**src/rtl/fport_pkg.sv**
```systemverilog
// Shared constants, state encoding and the byte-stuffing predicate for the
// FPort telemetry path.
package fport_pkg;

    localparam logic [7:0] FPORT_FRAME_DELIM  = 8'h7E;
    localparam logic [7:0] FPORT_ESC          = 8'h7D;
    localparam logic [7:0] FPORT_ESC_XOR      = 8'h20;
    localparam logic [7:0] FPORT_DOWNLINK_LEN = 8'h08;

    localparam logic [2:0] ST_IDLE  = 3'd0;
    localparam logic [2:0] ST_START = 3'd1;
    localparam logic [2:0] ST_BODY  = 3'd2;
    localparam logic [2:0] ST_ESC   = 3'd3;
    localparam logic [2:0] ST_CRC   = 3'd4;
    localparam logic [2:0] ST_END   = 3'd5;

    function automatic logic needs_stuff(input logic [7:0] b);
        return (b == FPORT_FRAME_DELIM) || (b == FPORT_ESC);
    endfunction

endpackage

```
**src/rtl/fport_crc8.sv**
```systemverilog
// FPort checksum: 8-bit end-around-carry sum, reported as 0xFF minus the sum.
module fport_crc8 (
    input  logic       clock,
    input  logic       reset_n,
    input  logic       clear,
    input  logic       add,
    input  logic [7:0] byte_in,
    output logic [7:0] crc_out
);

    logic [7:0] acc_reg;
    logic [8:0] sum_next;

    assign sum_next = {1'b0, acc_reg} + {1'b0, byte_in};
    assign crc_out  = 8'hFF - acc_reg;

    always_ff @(posedge clock) begin
        if (!reset_n) begin
            acc_reg <= 8'h00;
        end else if (clear) begin
            acc_reg <= 8'h00;
        end else if (add) begin
            acc_reg <= sum_next[7:0] + {7'd0, sum_next[8]};
        end
    end

endmodule

```
**src/rtl/fport_telemetry_tx.sv**
```systemverilog
// FPort downlink telemetry framer: serialises one sensor frame, with byte
// stuffing and checksum, onto a valid/ready byte stream.
module fport_telemetry_tx
    import fport_pkg::*;
#(
    parameter logic [7:0] DOWNLINK_TYPE = 8'h81,
    parameter logic [7:0] PRIM_DATA     = 8'h10
) (
    input  logic        clock,
    input  logic        reset_n,
    input  logic        send,
    input  logic [15:0] app_id,
    input  logic [31:0] value,
    output logic        busy,
    output logic [7:0]  tx_data,
    output logic        tx_valid,
    input  logic        tx_ready,
    output logic        done
);

    logic [2:0]  state_reg;
    logic [3:0]  idx_reg;
    logic [15:0] app_id_reg;
    logic [31:0] value_reg;
    logic [7:0]  raw_byte;
    logic [7:0]  crc_value;
    logic        xfer;

    assign tx_valid = (state_reg != ST_IDLE);
    assign busy     = (state_reg != ST_IDLE);
    assign xfer     = tx_valid && tx_ready;
    assign done     = (state_reg == ST_END) && tx_ready;

    // idx 0..8 walks the checksummed body, idx 9 selects the checksum itself.
    always_comb begin
        raw_byte = 8'h00;
        case (idx_reg)
            4'd0:    raw_byte = FPORT_DOWNLINK_LEN;
            4'd1:    raw_byte = DOWNLINK_TYPE;
            4'd2:    raw_byte = PRIM_DATA;
            4'd3:    raw_byte = app_id_reg[7:0];
            4'd4:    raw_byte = app_id_reg[15:8];
            4'd5:    raw_byte = value_reg[7:0];
            4'd6:    raw_byte = value_reg[15:8];
            4'd7:    raw_byte = value_reg[23:16];
            4'd8:    raw_byte = value_reg[31:24];
            4'd9:    raw_byte = crc_value;
            default: raw_byte = 8'h00;
        endcase
    end

    always_comb begin
        tx_data = 8'h00;
        case (state_reg)
            ST_START, ST_END: tx_data = FPORT_FRAME_DELIM;
            ST_BODY, ST_CRC:  tx_data = needs_stuff(raw_byte) ? FPORT_ESC : raw_byte;
            ST_ESC:           tx_data = raw_byte ^ FPORT_ESC_XOR;
            default:          tx_data = 8'h00;
        endcase
    end

    always_ff @(posedge clock) begin
        if (!reset_n) begin
            state_reg  <= ST_IDLE;
            idx_reg    <= 4'd0;
            app_id_reg <= 16'h0000;
            value_reg  <= 32'h0000_0000;
        end else begin
            case (state_reg)
                ST_IDLE: if (send) begin
                    state_reg  <= ST_START;
                    idx_reg    <= 4'd0;
                    app_id_reg <= app_id;
                    value_reg  <= value;
                end
                ST_START: if (xfer) state_reg <= ST_BODY;
                ST_BODY: if (xfer) begin
                    if (needs_stuff(raw_byte)) begin
                        state_reg <= ST_ESC;
                    end else if (idx_reg == 4'd8) begin
                        state_reg <= ST_CRC;
                        idx_reg   <= 4'd9;
                    end else begin
                        idx_reg <= idx_reg + 4'd1;
                    end
                end
                // The escaped second half returns to wherever the plain byte would have gone.
                ST_ESC: if (xfer) begin
                    if (idx_reg == 4'd9) begin
                        state_reg <= ST_END;
                    end else if (idx_reg == 4'd8) begin
                        state_reg <= ST_CRC;
                        idx_reg   <= 4'd9;
                    end else begin
                        state_reg <= ST_BODY;
                        idx_reg   <= idx_reg + 4'd1;
                    end
                end
                ST_CRC: if (xfer) state_reg <= needs_stuff(raw_byte) ? ST_ESC : ST_END;
                ST_END: if (xfer) state_reg <= ST_IDLE;
                default: state_reg <= ST_IDLE;
            endcase
        end
    end

    // Body bytes are summed once, unstuffed, on the cycle their first half transfers.
    fport_crc8 u_crc (
        .clock   (clock),
        .reset_n (reset_n),
        .clear   ((state_reg == ST_IDLE) && send),
        .add     ((state_reg == ST_BODY) && xfer),
        .byte_in (raw_byte),
        .crc_out (crc_value)
    );

endmodule

```
**config.mk**
```make
export PLATFORM = sky130hd
export DESIGN_NAME = fport_telemetry_tx
export DESIGN_NICKNAME = d
export VERILOG_FILES = /design/src/rtl/fport_pkg.sv /design/src/rtl/fport_crc8.sv /design/src/rtl/fport_telemetry_tx.sv
export SDC_FILE = /design/constraint.sdc
export NUM_CORES = 1
export LEC_CHECK = 0
export CORE_ASPECT_RATIO = 1.5
export CORE_MARGIN = 4
export CORE_UTILIZATION = 54
export CTS_CLUSTER_DIAMETER = 40
export DETAILED_ROUTE_END_ITERATION = 6
export PLACE_DENSITY_LB_ADDON = 0.12
export SYNTH_ARGS = -nofsm -noshare
export SYNTH_HDL_FRONTEND = slang
export SYNTH_HIERARCHICAL = 1
export SYNTH_SLANG_ARGS = --single-unit
export TNS_END_PERCENT = 100
```
**constraint.sdc**
```tcl
create_clock -name clock -period 4.8 [get_ports clock]
set_clock_uncertainty 0.1 [all_clocks]
set_input_delay 0.48 -clock clock [delete_from_list [all_inputs] [get_ports clock]]
set_output_delay 0.48 -clock clock [all_outputs]
set_load 0.1 [all_outputs]
```
==> results of run 1 <==
report_power, final:
group | switching (mW) | total [mW] | internal [mW] | leakage (nW)
registers | 0.0786 | 0.675 | 0.596 | 0.515
logic | 0.543 | 0.797 | 0.254 | 1.14
clock network | 0.223 | 0.465 | 0.242 | 0.0891
total | 0.845 | 1.94 | 1.09 | 1.74
area by class of cell:
class	instances	area share, %
clock inverter	6	1.53
sequential	63	27.6
multi-input combinational	377	49.8
clock buffer	10	2.79
timing repair buffer	70	14.7
tap	78	2.14
inverter	18	1.48
timing repair:
action | in CTS | in global routing
setup buffers | 0 | 0
setup endpoints to repair | 0 | 1
resized for setup | 0 | 1
worst register-to-register path: stages (launching register included):
cell       delay (ps)
dfxtp_1           430
inv_1             100
ha_1              330
a222oi_1          360
nor2_1             90
a2111o_1          490
ha_1              270
fa_2              410
a211oi_2          270
nor2_1            100
nor3_2            200
nor2_1             70
o21ai_0           160
nand2b_1           80
ha_1              210
and3_2            210
nand3_1           130
nor3_1             80
a2111oi_2         300
metrics by stage:
step / area, µm² / util, % / hold slack [ps] / cells / setup WS, ps
3_3_place_gp: 4370 / 63.7 / 345 / 606 / 458
3_5_place_dp: 4370 / 63.7 / 348 / 606 / 282
6_report: 4570 / 66.7 / 357 / 622 / 309
4_1_cts: 4560 / 66.6 / 358 / 622 / 269
2_1_floorplan: 3770 / - / 336 / 494 / 622
5_1_grt: 4570 / 66.7 / 380 / 622 / 29.8
Yosys cell counts (4+ instances only):
cell type / n
mux2i_1: 10
nor3_1: 5
nand2_1: 122
a22o_1: 5
a211oi_1: 8
xnor2_1: 4
nand3_1: 8
a21oi_1: 70
o21ai_0: 11
ha_1: 14
a22oi_1: 9
nor2_1: 23
a211o_1: 4
a222oi_1: 4
o22ai_1: 5
dfxtp_1: 63
clkbuf_1: 26
inv_1: 18
nand2b_1: 8
metal layers:
layer  up-vias  track usage (%)
met4         0             10.2
met5         -                0
met3        31             3.82
met2       137             42.7
li1       1820                -
met1      1688             27.3
cells by family (layout without fill, tap and decap cells):
kind of cell,Yosys count,after routing,synth area share [%]
flip-flops,63,63,33.5
XOR/XNOR,8,8,2.46
adder cells (fa/ha/maj),15,15,5.18
AND/OR/NAND/NOR,196,196,23.6
buffers and inverters,54,104,6.34
multiplexers,10,10,2.66
AO/OA/AOI/OAI,148,148,26.4
path summary, 6_finish.rpt:
kind | startpoint | end | slack [ps] | depth (start not counted)
max | idx_reg[0] | u_crc/acc_reg[7] | 310 | 18
min | app_id_reg[13] | app_id_reg[13] | 360 | 2
max reg2reg | idx_reg[0] | u_crc/acc_reg[7] | 310 | 18
min reg2reg | app_id_reg[13] | app_id_reg[13] | 360 | 2
==> results by group, run 1 <==
Power
  • Pwr Density: 424 nW/µm²
  • Total power: around 1.9 mW
  • Max IR drop VDD: between 300 and 400 µV
  • Lkg Pwr: 1.74 nW

Route
  • Max Used Layer: met4
  • DR vias/cell: 5.91
  • Starting DRT DRC Count: around 200
  • Total number of vias: 3676
  • WL met2: 5060 µm
  • Initial DRT Pass Iterations: 5
  • ANT nets after route: 0
  • WL final: roughly 9700 µm
  • WL per Instance: roughly 16 µm
  • WL met3: 503 µm
  • Residual DRC count: 0
  • Metal-1 WL: about 3900 µm

Yosys
  • Count of cell types in the netlist: 66
  • Post-synth EDFFs: 0
  • Synth top area share: 33.5%
  • FF+latch count, synth: 63
  • Number of synthesis warnings: 6
  • Avg Inst Size Synth: 7.63 µm²
  • Post-synthesis sequential area ratio: 33.5%
  • Area leader, netlist: dfxtp_1
  • Synthesized cell area: between 3000 and 4000 µm²
  • Area contributors post-synth: dfxtp_1 33%, nand2_1 12%, a21oi_1 9.3%
  • Ys async rst share: 0%
  • Syn Inst Count: 494
  • Top_reg_cell synth: dfxtp_1
  • Syn nets: roughly 560

Worst setup path
  • Worst setup EP type: flip-flop
  • Slowest-stage cell, CP: a2111o_1
  • Buf/Inv on CP: 1
  • CP Launch Type: flip-flop
  • Setup Crit Path Kind: flip-flop to flip-flop
  • Crit path DAT: 4630 ps
  • Critical-path cell list: inv_1 -> ha_1 -> a222oi_1 -> nor2_1 -> a2111o_1 -> ha_1 -> fa_2 -> a211oi_2 -> nor2_1 -> nor3_2 -> nor2_1 -> o21ai_0 -> nand2b_1 -> ha_1 -> and3_2 -> nand3_1 -> nor3_1 -> a2111oi_2
  • CP delay by family, top: compound AO/OA/AOI/OAI gates
  • Worst-path maximum fanout: 9
  • Largest stage delay, worst path: roughly 500 ps
  • Required @ worst endpoint: between 4000 and 5000 ps

Timing
  • Setup TNS: 0 ps
  • Min Tclk post-route: 4490 ps
  • Max-slew headroom: between 30% and 40%
  • Final hold violation count: 0
  • Count of pins over their slew limit: 0
  • Fin crit share: around 94%
  • Final setup violation count: 0
  • Unrepaired setup endpoints after global routing: no
  • Worst-margin pin slew: about 1000 ps
  • FMAX: 0.223 GHz

Placement
  • Number of port buffers: between 60 and 70
  • DP Wirelength: 7170 µm
  • Placer Congestion: around 0.91

Clocking
  • Clock-pin slew on the worst setup and hold paths: approximately 80 ps
  • Inserted Clock Buffers: 9
  • Longest Clk Path Bufs: 2
  • Clock Latency Late Sink: 350 ps
  • Clk sink count: 63
  • CTS tree: built
  • Clock root cell: clkbuf_8
  • Hold buffer count at cts: 0
  • Htree depth: 3

Cells and area
  • FF/Latch Area: between 1000 and 1500 µm²
  • Multi-input logic area: 2270 µm²
  • Antenna Cells: 0
  • Max reg flops: 32
  • FILL cells: approximately 620
  • Most frequent cells in the layout: 122 x nand2_1, 70 x a21oi_1, 63 x dfxtp_1, 58 x clkdlybuf4s50_1, 23 x nor2_1
  • Commonest non-fill, non-tap cell in the layout: nand2_1
  • Synthesis-to-finish area growth: 21.1%
  • Fin nets: between 600 and 700
  • Ratio of cells with drive above 1 in the final layout: 9.56%

GRT
  • Vias in the first global route: between 3000 and 4000
  • Initial antenna violation count: 0
  • First-pass GRT wire length: between 15000 and 20000 µm
  • Largest net degree at the start of global routing: 50
  • GRT overflow: 0
  • GR Util All Layers: around a quarter

Hold path
  • HP Class: flip-flop to flip-flop

Floorplan
  • Starting Density: roughly 55%
  • Num rows: 37
  • IO Count: between 60 and 70
  • Die ar.: 8410 µm²
  • DIE HEIGHT: 110 µm
  • Core area: slightly below 7000 µm²
  • Die W: 76.2 µm

Run
  • Max Cap Viol: 0

Run status
  • Status: finished, final reports clean
No activity file was read; power rests on OpenSTA's default activity.
==> run 2, diff against run 1 <==
--- a/config.mk
+++ b/config.mk
@@ -6,8 +6,8 @@
 export NUM_CORES = 1
 export LEC_CHECK = 0
 export CORE_ASPECT_RATIO = 1.5
-export CORE_MARGIN = 4
-export CORE_UTILIZATION = 54
+export CORE_MARGIN = 5
+export CORE_UTILIZATION = 50
 export CTS_CLUSTER_DIAMETER = 40
 export DETAILED_ROUTE_END_ITERATION = 6
 export PLACE_DENSITY_LB_ADDON = 0.12
==> run 2 against run 1 <==
  * Cell count is 3.5% higher
  * Count of clock-buffer cells in the layout is 1 lower
  * Register-to-register slack better by 140 ps
  * Clock power is 4% lower
  * Sequential cell count stayed put
  * Worst hold slack better by 4.1 ps
  * Via count is 1.7% lower
  * Combinational power is 0.6% lower
  * Sequential share of layout area is 0.13 points lower
  * Critical path type unchanged
  * Largest cell class unchanged
==> results by group, run 2 (same netlist as run 1, synthesis figures left out) <==
Run status
  • Status: finished, final reports clean

Placement
  • DP Wirelength: 7320 µm (+2.0%)
  • Number of port buffers: 62 (unchanged)
  • Placer Congestion: 0.834 (-8.6%)
  • Cell Count Post-Placement: 629 (+3.8%)

Route
  • WL per Instance: 15.1 µm (-3.5%)
  • Total number of vias: 3613 (-1.7%)
  • Initial DRT Pass Iterations: 7 (+2)
  • DR vias/cell: 5.61 (-5.1%)
  • ANT nets after route: 0 (unchanged)
  • Starting DRT DRC Count: 154 (-22%)
  • WL final: 9720 µm (-0.11%)
  • Residual DRC count: 0 (unchanged)

GRT
  • Initial antenna violation count: 0 (unchanged)
  • GR Util All Layers: 21.9% (-1.6 points)
  • Vias in the first global route: 3473 (+3.1%)
  • First-pass GRT wire length: 16200 µm (+2.9%)
  • Largest net degree at the start of global routing: 50 (unchanged)
  • GRT overflow: 0 (unchanged)

Timing
  • Worst-margin pin slew: 968 ps (-4.00 ps)
  • Final hold violation count: 0 (unchanged)
  • FMAX: 0.230 GHz (+3.3%)
  • Unrepaired setup endpoints after global routing: no
  • Setup TNS: 0 ps (unchanged)
  • Count of pins over their slew limit: 0 (unchanged)
  • Final setup violation count: 0 (unchanged)
  • Fin crit share: 90.6% (-3.0 points)
  • Max-slew headroom: 35.2% (+0.27 points)
  • Min Tclk post-route: 4350 ps (-144 ps)

Floorplan
  • Core area: 7270 µm² (+6.2%)
  • DIE HEIGHT: 116 µm (+5.5%)
  • IO Count: 63 (unchanged)
  • Num rows: 38 (+2.7%)
  • Starting Density: 51.8% (-3.2 points)
  • Die W: 80.9 µm (+6.1%)
  • Die ar.: 9410 µm² (+12%)

Worst setup path
  • Critical-path cell list: inv_1 -> ha_1 -> a222oi_1 -> nor2_1 -> a2111o_1 -> ha_1 -> fa_2 -> a211oi_2 -> nor2_1 -> nor3_2 -> nor2_1 -> o21ai_0 -> nand2b_1 -> ha_1 -> and3_2 -> nand3_1 -> nor3_1 -> a2111oi_2
  • Largest stage delay, worst path: 480 ps (about the same)
  • Buf/Inv on CP: 1 (unchanged)
  • Worst setup EP type: flip-flop
  • Setup Crit Path Kind: flip-flop to flip-flop
  • Slowest-stage cell, CP: a2111o_1
  • CP delay by family, top: compound AO/OA/AOI/OAI gates
  • Crit path DAT: 4490 ps (-140 ps)
  • CP Launch Type: flip-flop
  • Worst-path maximum fanout: 6 (-3)
  • Required @ worst endpoint: 4940 ps (about the same)

Clocking
  • Post-CTS Setup Bufs: 0 (unchanged)
  • Inserted Clock Buffers: 9 (unchanged)
  • Hold buffer count at cts: 0 (unchanged)
  • Longest Clk Path Bufs: 2 (unchanged)
  • CTS tree: built
  • Htree depth: 3 (unchanged)
  • Clk sink count: 63 (unchanged)
  • Clock-pin slew on the worst setup and hold paths: 70 ps (about the same)
  • Clock root cell: clkbuf_8
  • Clock Latency Late Sink: 350 ps (about the same)
  • Post-CTS resize count: 0 (unchanged)

Power
  • Lkg Pwr: 1.76 nW (+0.95%)
  • Max IR drop VDD: 287 µV (-11%)
  • Pwr Density: 417 nW/µm² (-1.7%)

Cells and area
  • Max reg flops: 32 (unchanged)
  • Non-filler cells, final: 644 (+3.5%)
  • Fin nets: 607 (+0.17%)
  • Synthesis-to-finish area growth: 21.7%
  • Antenna Cells: 0 (unchanged)
  • Ratio of cells with drive above 1 in the final layout: 9.93% (+0.37 points)
  • FILL cells: 706 (+14%)
  • Most frequent cells in the layout: 122 x nand2_1, 70 x a21oi_1, 63 x dfxtp_1, 57 x clkdlybuf4s50_1, 23 x nor2_1
  • Commonest non-fill, non-tap cell in the layout: nand2_1

Run
  • Max Cap Viol: 0 (unchanged)

Hold path
  • HP Class: flip-flop to flip-flop
==> run 2: cell type report <==
class                      instances  area, µm²  area share [%]
clock buffer                       9        124            2.70
clock inverter                     6       62.6            1.36
inverter                          18       67.6            1.47
multi-input combinational        377       2270            49.5
sequential                        63       1260            27.5
tap                              100        125            2.73
timing repair buffer              71        676            14.7
==> run 2: stage by stage <==
stage	total power, mW	instance area (µm²)	hold WS (ps)	utilization, %	setup WS, ps
after detailed placement	1.48	4400	352	60.5	430
after global placement	1.46	4400	347	60.5	559
final	1.91	4590	361	63.1	453
after CTS	1.92	4590	362	63.0	396
after floorplan	1.28	3770	336	-	622
after global routing	2.02	4590	385	63.1	87.9
==> run 2: final timing paths <==
path                            slack (ps)  depth (start not counted)    startpoint          endpoint
worst max-delay path                   450                         18    idx_reg[1]  u_crc/acc_reg[7]
worst min-delay path                   360                          2  value_reg[9]      value_reg[9]
worst max register to register         450                         18    idx_reg[1]  u_crc/acc_reg[7]
worst min register to register         360                          2  value_reg[9]      value_reg[9]
==> run 2: report_power, final <==
part / switching, mW / internal, mW
registers: 0.0764 / 0.597
clock network: 0.212 / 0.236
logic: 0.539 / 0.253
total: 0.828 / 1.09
==> run 2: metal layers <==
| metal | part of all wire [%] | global-route usage (%) | vias up |
|---|---|---|---|
| li1 | - | - | 1823 |
| met1 | 40 | 25.6 | 1675 |
| met2 | 52 | 39.7 | 103 |
| met3 | 5.5 | 3.78 | 12 |
| met4 | 1.6 | 7.55 | 0 |
| met5 | 0 | 0 | - |
==> run 2: tightest hold or removal path: stages (launching register included) <==
cell and delay (ps):
dfxtp_1 320, nand2_1 50, a21oi_1 50
==> run 3, diff against run 2 <==
--- a/config.mk
+++ b/config.mk
@@ -10,7 +10,9 @@
 export CORE_UTILIZATION = 50
 export CTS_CLUSTER_DIAMETER = 40
 export DETAILED_ROUTE_END_ITERATION = 6
+export GPL_TIMING_DRIVEN = 0
 export PLACE_DENSITY_LB_ADDON = 0.12
+export SLEW_MARGIN = 30
 export SYNTH_ARGS = -nofsm -noshare
 export SYNTH_HDL_FRONTEND = slang
 export SYNTH_HIERARCHICAL = 1
==> run 3 against run 2 <==
  * Setup slack lost 250 ps
  * Cell count rose by 3.9%
  * Combinational power grew 8.8%
  * Wire length up 7.4%
  * Sequential power down 4.0%
  * Largest power group unchanged
==> results by group, run 3 (same netlist as run 1, synthesis figures left out) <==
Run status
  • Status: finished, final reports clean

Power
  • Max IR drop VDD: 373 µV (+30%)
  • Pwr Density: 425 nW/µm² (+2.0%)
  • Lkg Pwr: 1.83 nW (+4.0%)

Worst setup path
  • Worst-case reg-to-reg path depth: 19 (+1)
  • CP delay by family, top: buffers and inverters
  • Required @ worst endpoint: 4220 ps (-720 ps)
  • CP Launch Type: flip-flop
  • Setup Crit Path Kind: flip-flop to output port
  • Critical-path cell list: inv_1 -> ha_1 -> clkbuf_1 -> a22oi_1 -> o211ai_1 -> and4_1 -> nand3_1 -> nand2b_1 -> a22o_1 -> dlygate4sd2_1
  • WP depth: 10 (-8)
  • Worst setup EP type: output port
  • Worst-path maximum fanout: 10 (+4)
  • Largest stage delay, worst path: 860 ps (+380 ps)
  • Crit path DAT: 4020 ps (-470 ps)
  • Slowest-stage cell, CP: dlygate4sd2_1
  • Buf/Inv on CP: 3 (+2)

Timing
  • Unrepaired setup endpoints after global routing: yes
  • Max-slew headroom: 35.1% (-0.19 points)
  • Final hold violation count: 0 (unchanged)
  • Fin crit share: 95.8% (+5.3 points)
  • Count of pins over their slew limit: 0 (unchanged)
  • WHS: 353 ps (-7.91 ps)
  • Final setup violation count: 0 (unchanged)
  • Min Tclk post-route: 4600 ps (+252 ps)
  • Worst-margin pin slew: 971 ps (+2.83 ps)
  • FMAX: 0.217 GHz (-5.5%)

Clocking
  • Clock Latency Late Sink: 340 ps (about the same)
  • Post-CTS Setup Bufs: 0 (unchanged)
  • Longest Clk Path Bufs: 2 (unchanged)
  • Inserted Clock Buffers: 9 (unchanged)
  • Clk sink count: 63 (unchanged)
  • CTS tree: built
  • Htree depth: 3 (unchanged)
  • Clock-pin slew on the worst setup and hold paths: 70 ps (about the same)
  • Clock root cell: clkbuf_8

Route
  • WL final: 10400 µm (+7.4%)
  • Initial DRT Pass Iterations: 5 (-2)
  • Residual DRC count: 0 (unchanged)
  • Total number of vias: 3732 (+3.3%)
  • ANT nets after route: 0 (unchanged)
  • Starting DRT DRC Count: 218 (+42%)
  • WL per Instance: 15.6 µm (+3.4%)
  • DR vias/cell: 5.58 (-0.57%)

Cells and area
  • Antenna Cells: 0 (unchanged)
  • Most frequent cells in the layout: 122 x nand2_1, 70 x a21oi_1, 62 x dfxtp_1, 59 x clkdlybuf4s50_1, 24 x clkbuf_1
  • Fin nets: 633 (+4.3%)
  • Commonest non-fill, non-tap cell in the layout: nand2_1
  • FILL cells: 690 (-2.3%)
  • Ratio of cells with drive above 1 in the final layout: 8.44% (-1.5 points)
  • Max reg flops: 32 (unchanged)
  • Synthesis-to-finish area growth: 25.9%
  • Post-layout util: 65.3% (+2.2 points)

GRT
  • First-pass GRT wire length: 17200 µm (+5.9%)
  • GRT overflow: 0 (unchanged)
  • Initial antenna violation count: 0 (unchanged)
  • Vias in the first global route: 3775 (+8.7%)
  • Largest net degree at the start of global routing: 11 (-78%)
  • GR Util All Layers: 23.5% (+1.6 points)

Hold path
  • HP Class: flip-flop to flip-flop
  • Hold Path Depth: 2 (unchanged)

Run
  • Max Cap Viol: 0 (unchanged)

Placement
  • Placer Congestion: 0.939 (+13%)
  • Number of port buffers: 62 (unchanged)
  • DP Wirelength: 8050 µm (+10%)

Floorplan
  • Core area: 7270 µm² (unchanged)
  • Num rows: 38 (unchanged)
  • Die W: 80.9 µm (unchanged)
  • Starting Density: 51.8% (unchanged)
  • IO Count: 63 (unchanged)
  • DIE HEIGHT: 116 µm (unchanged)
  • Die ar.: 9410 µm² (unchanged)
run 3: changes by cell type in the layout (fill, tap and decap cells not counted), moves of 3 or more:
cell,previous run,this run
buf_2,0,4
clkinv_2,3,0
clkbuf_1,0,24
buf_4,14,1
buf_6,0,3
run 3: path summary, 6_finish.rpt:
check	to	slack, ps	startpoint
max	tx_data[0]	200	idx_reg[1]
min reg2reg	value_reg[13]	350	value_reg[13]
max reg2reg	u_crc/acc_reg[7]	200	idx_reg[1]
min	value_reg[13]	350	value_reg[13]
run 3: metal layers:
metal | vias up | global-route usage (%) | wire (µm)
met1 | 1737 | 25.4 | 4200
met2 | 98 | 43.7 | 5540
met4 | 0 | 11.0 | 304
met5 | - | 0 | 0
li1 | 1872 | - | -
met3 | 25 | 3.70 | 402
run 3: worst reg2reg max path: stages, from the launching register on:
cell and delay (ps):
dfxtp_1 400, inv_1 110, ha_1 210, buf_2 210, a222oi_1 340, nor2_1 80
a2111o_1 400, ha_1 290, fa_2 430, a211oi_2 270, nor2_1 110, nor3_2 280
nor2_1 80, o21ai_0 150, nand2b_1 80, ha_1 230, and3_2 220, nand3_1 140
nor3_1 80, a2111oi_2 290
run 3: cell type report:
| type | instances | area [µm²] | share of cell area, % |
|---|---|---|---|
| buffer | 35 | 169 | 3.56 |
| sequential | 63 | 1260 | 26.6 |
| clock buffer | 11 | 151 | 3.19 |
| inverter | 18 | 67.6 | 1.42 |
| clock inverter | 3 | 67.6 | 1.42 |
| multi-input combinational | 377 | 2280 | 48.0 |
| timing repair buffer | 62 | 624 | 13.2 |
| tap | 100 | 125 | 2.64 |
run 3: timing repair:
action                                  CTS  global route
resized for setup                         2             6
pin swaps                                 0             3
hold buffers                              0             0
endpoints found under the setup margin    4             9
run 3: metrics by stage:
stage          setup WS [ps]  cells  instance area, µm²  setup TNS [ps]  power, mW
4_1_cts                -30.9    670                4730           -30.9       2.03
2_1_floorplan            622    494                3770               0       1.28
3_3_place_gp           -61.0    656                4520           -61.0       1.50
5_1_grt                -80.3    669                4750           -93.9       2.13
3_5_place_dp           -39.9    656                4520           -39.9       1.51
6_report                 201    669                4750               0       2.02
run 3: where the power goes:
| group | leakage, nW | internal, mW | switching, mW |
|---|---|---|---|
| combinational | 1.20 | 0.269 | 0.593 |
| sequential | 0.515 | 0.597 | 0.0487 |
| clock | 0.108 | 0.315 | 0.195 |
| total | 1.83 | 1.18 | 0.837 |
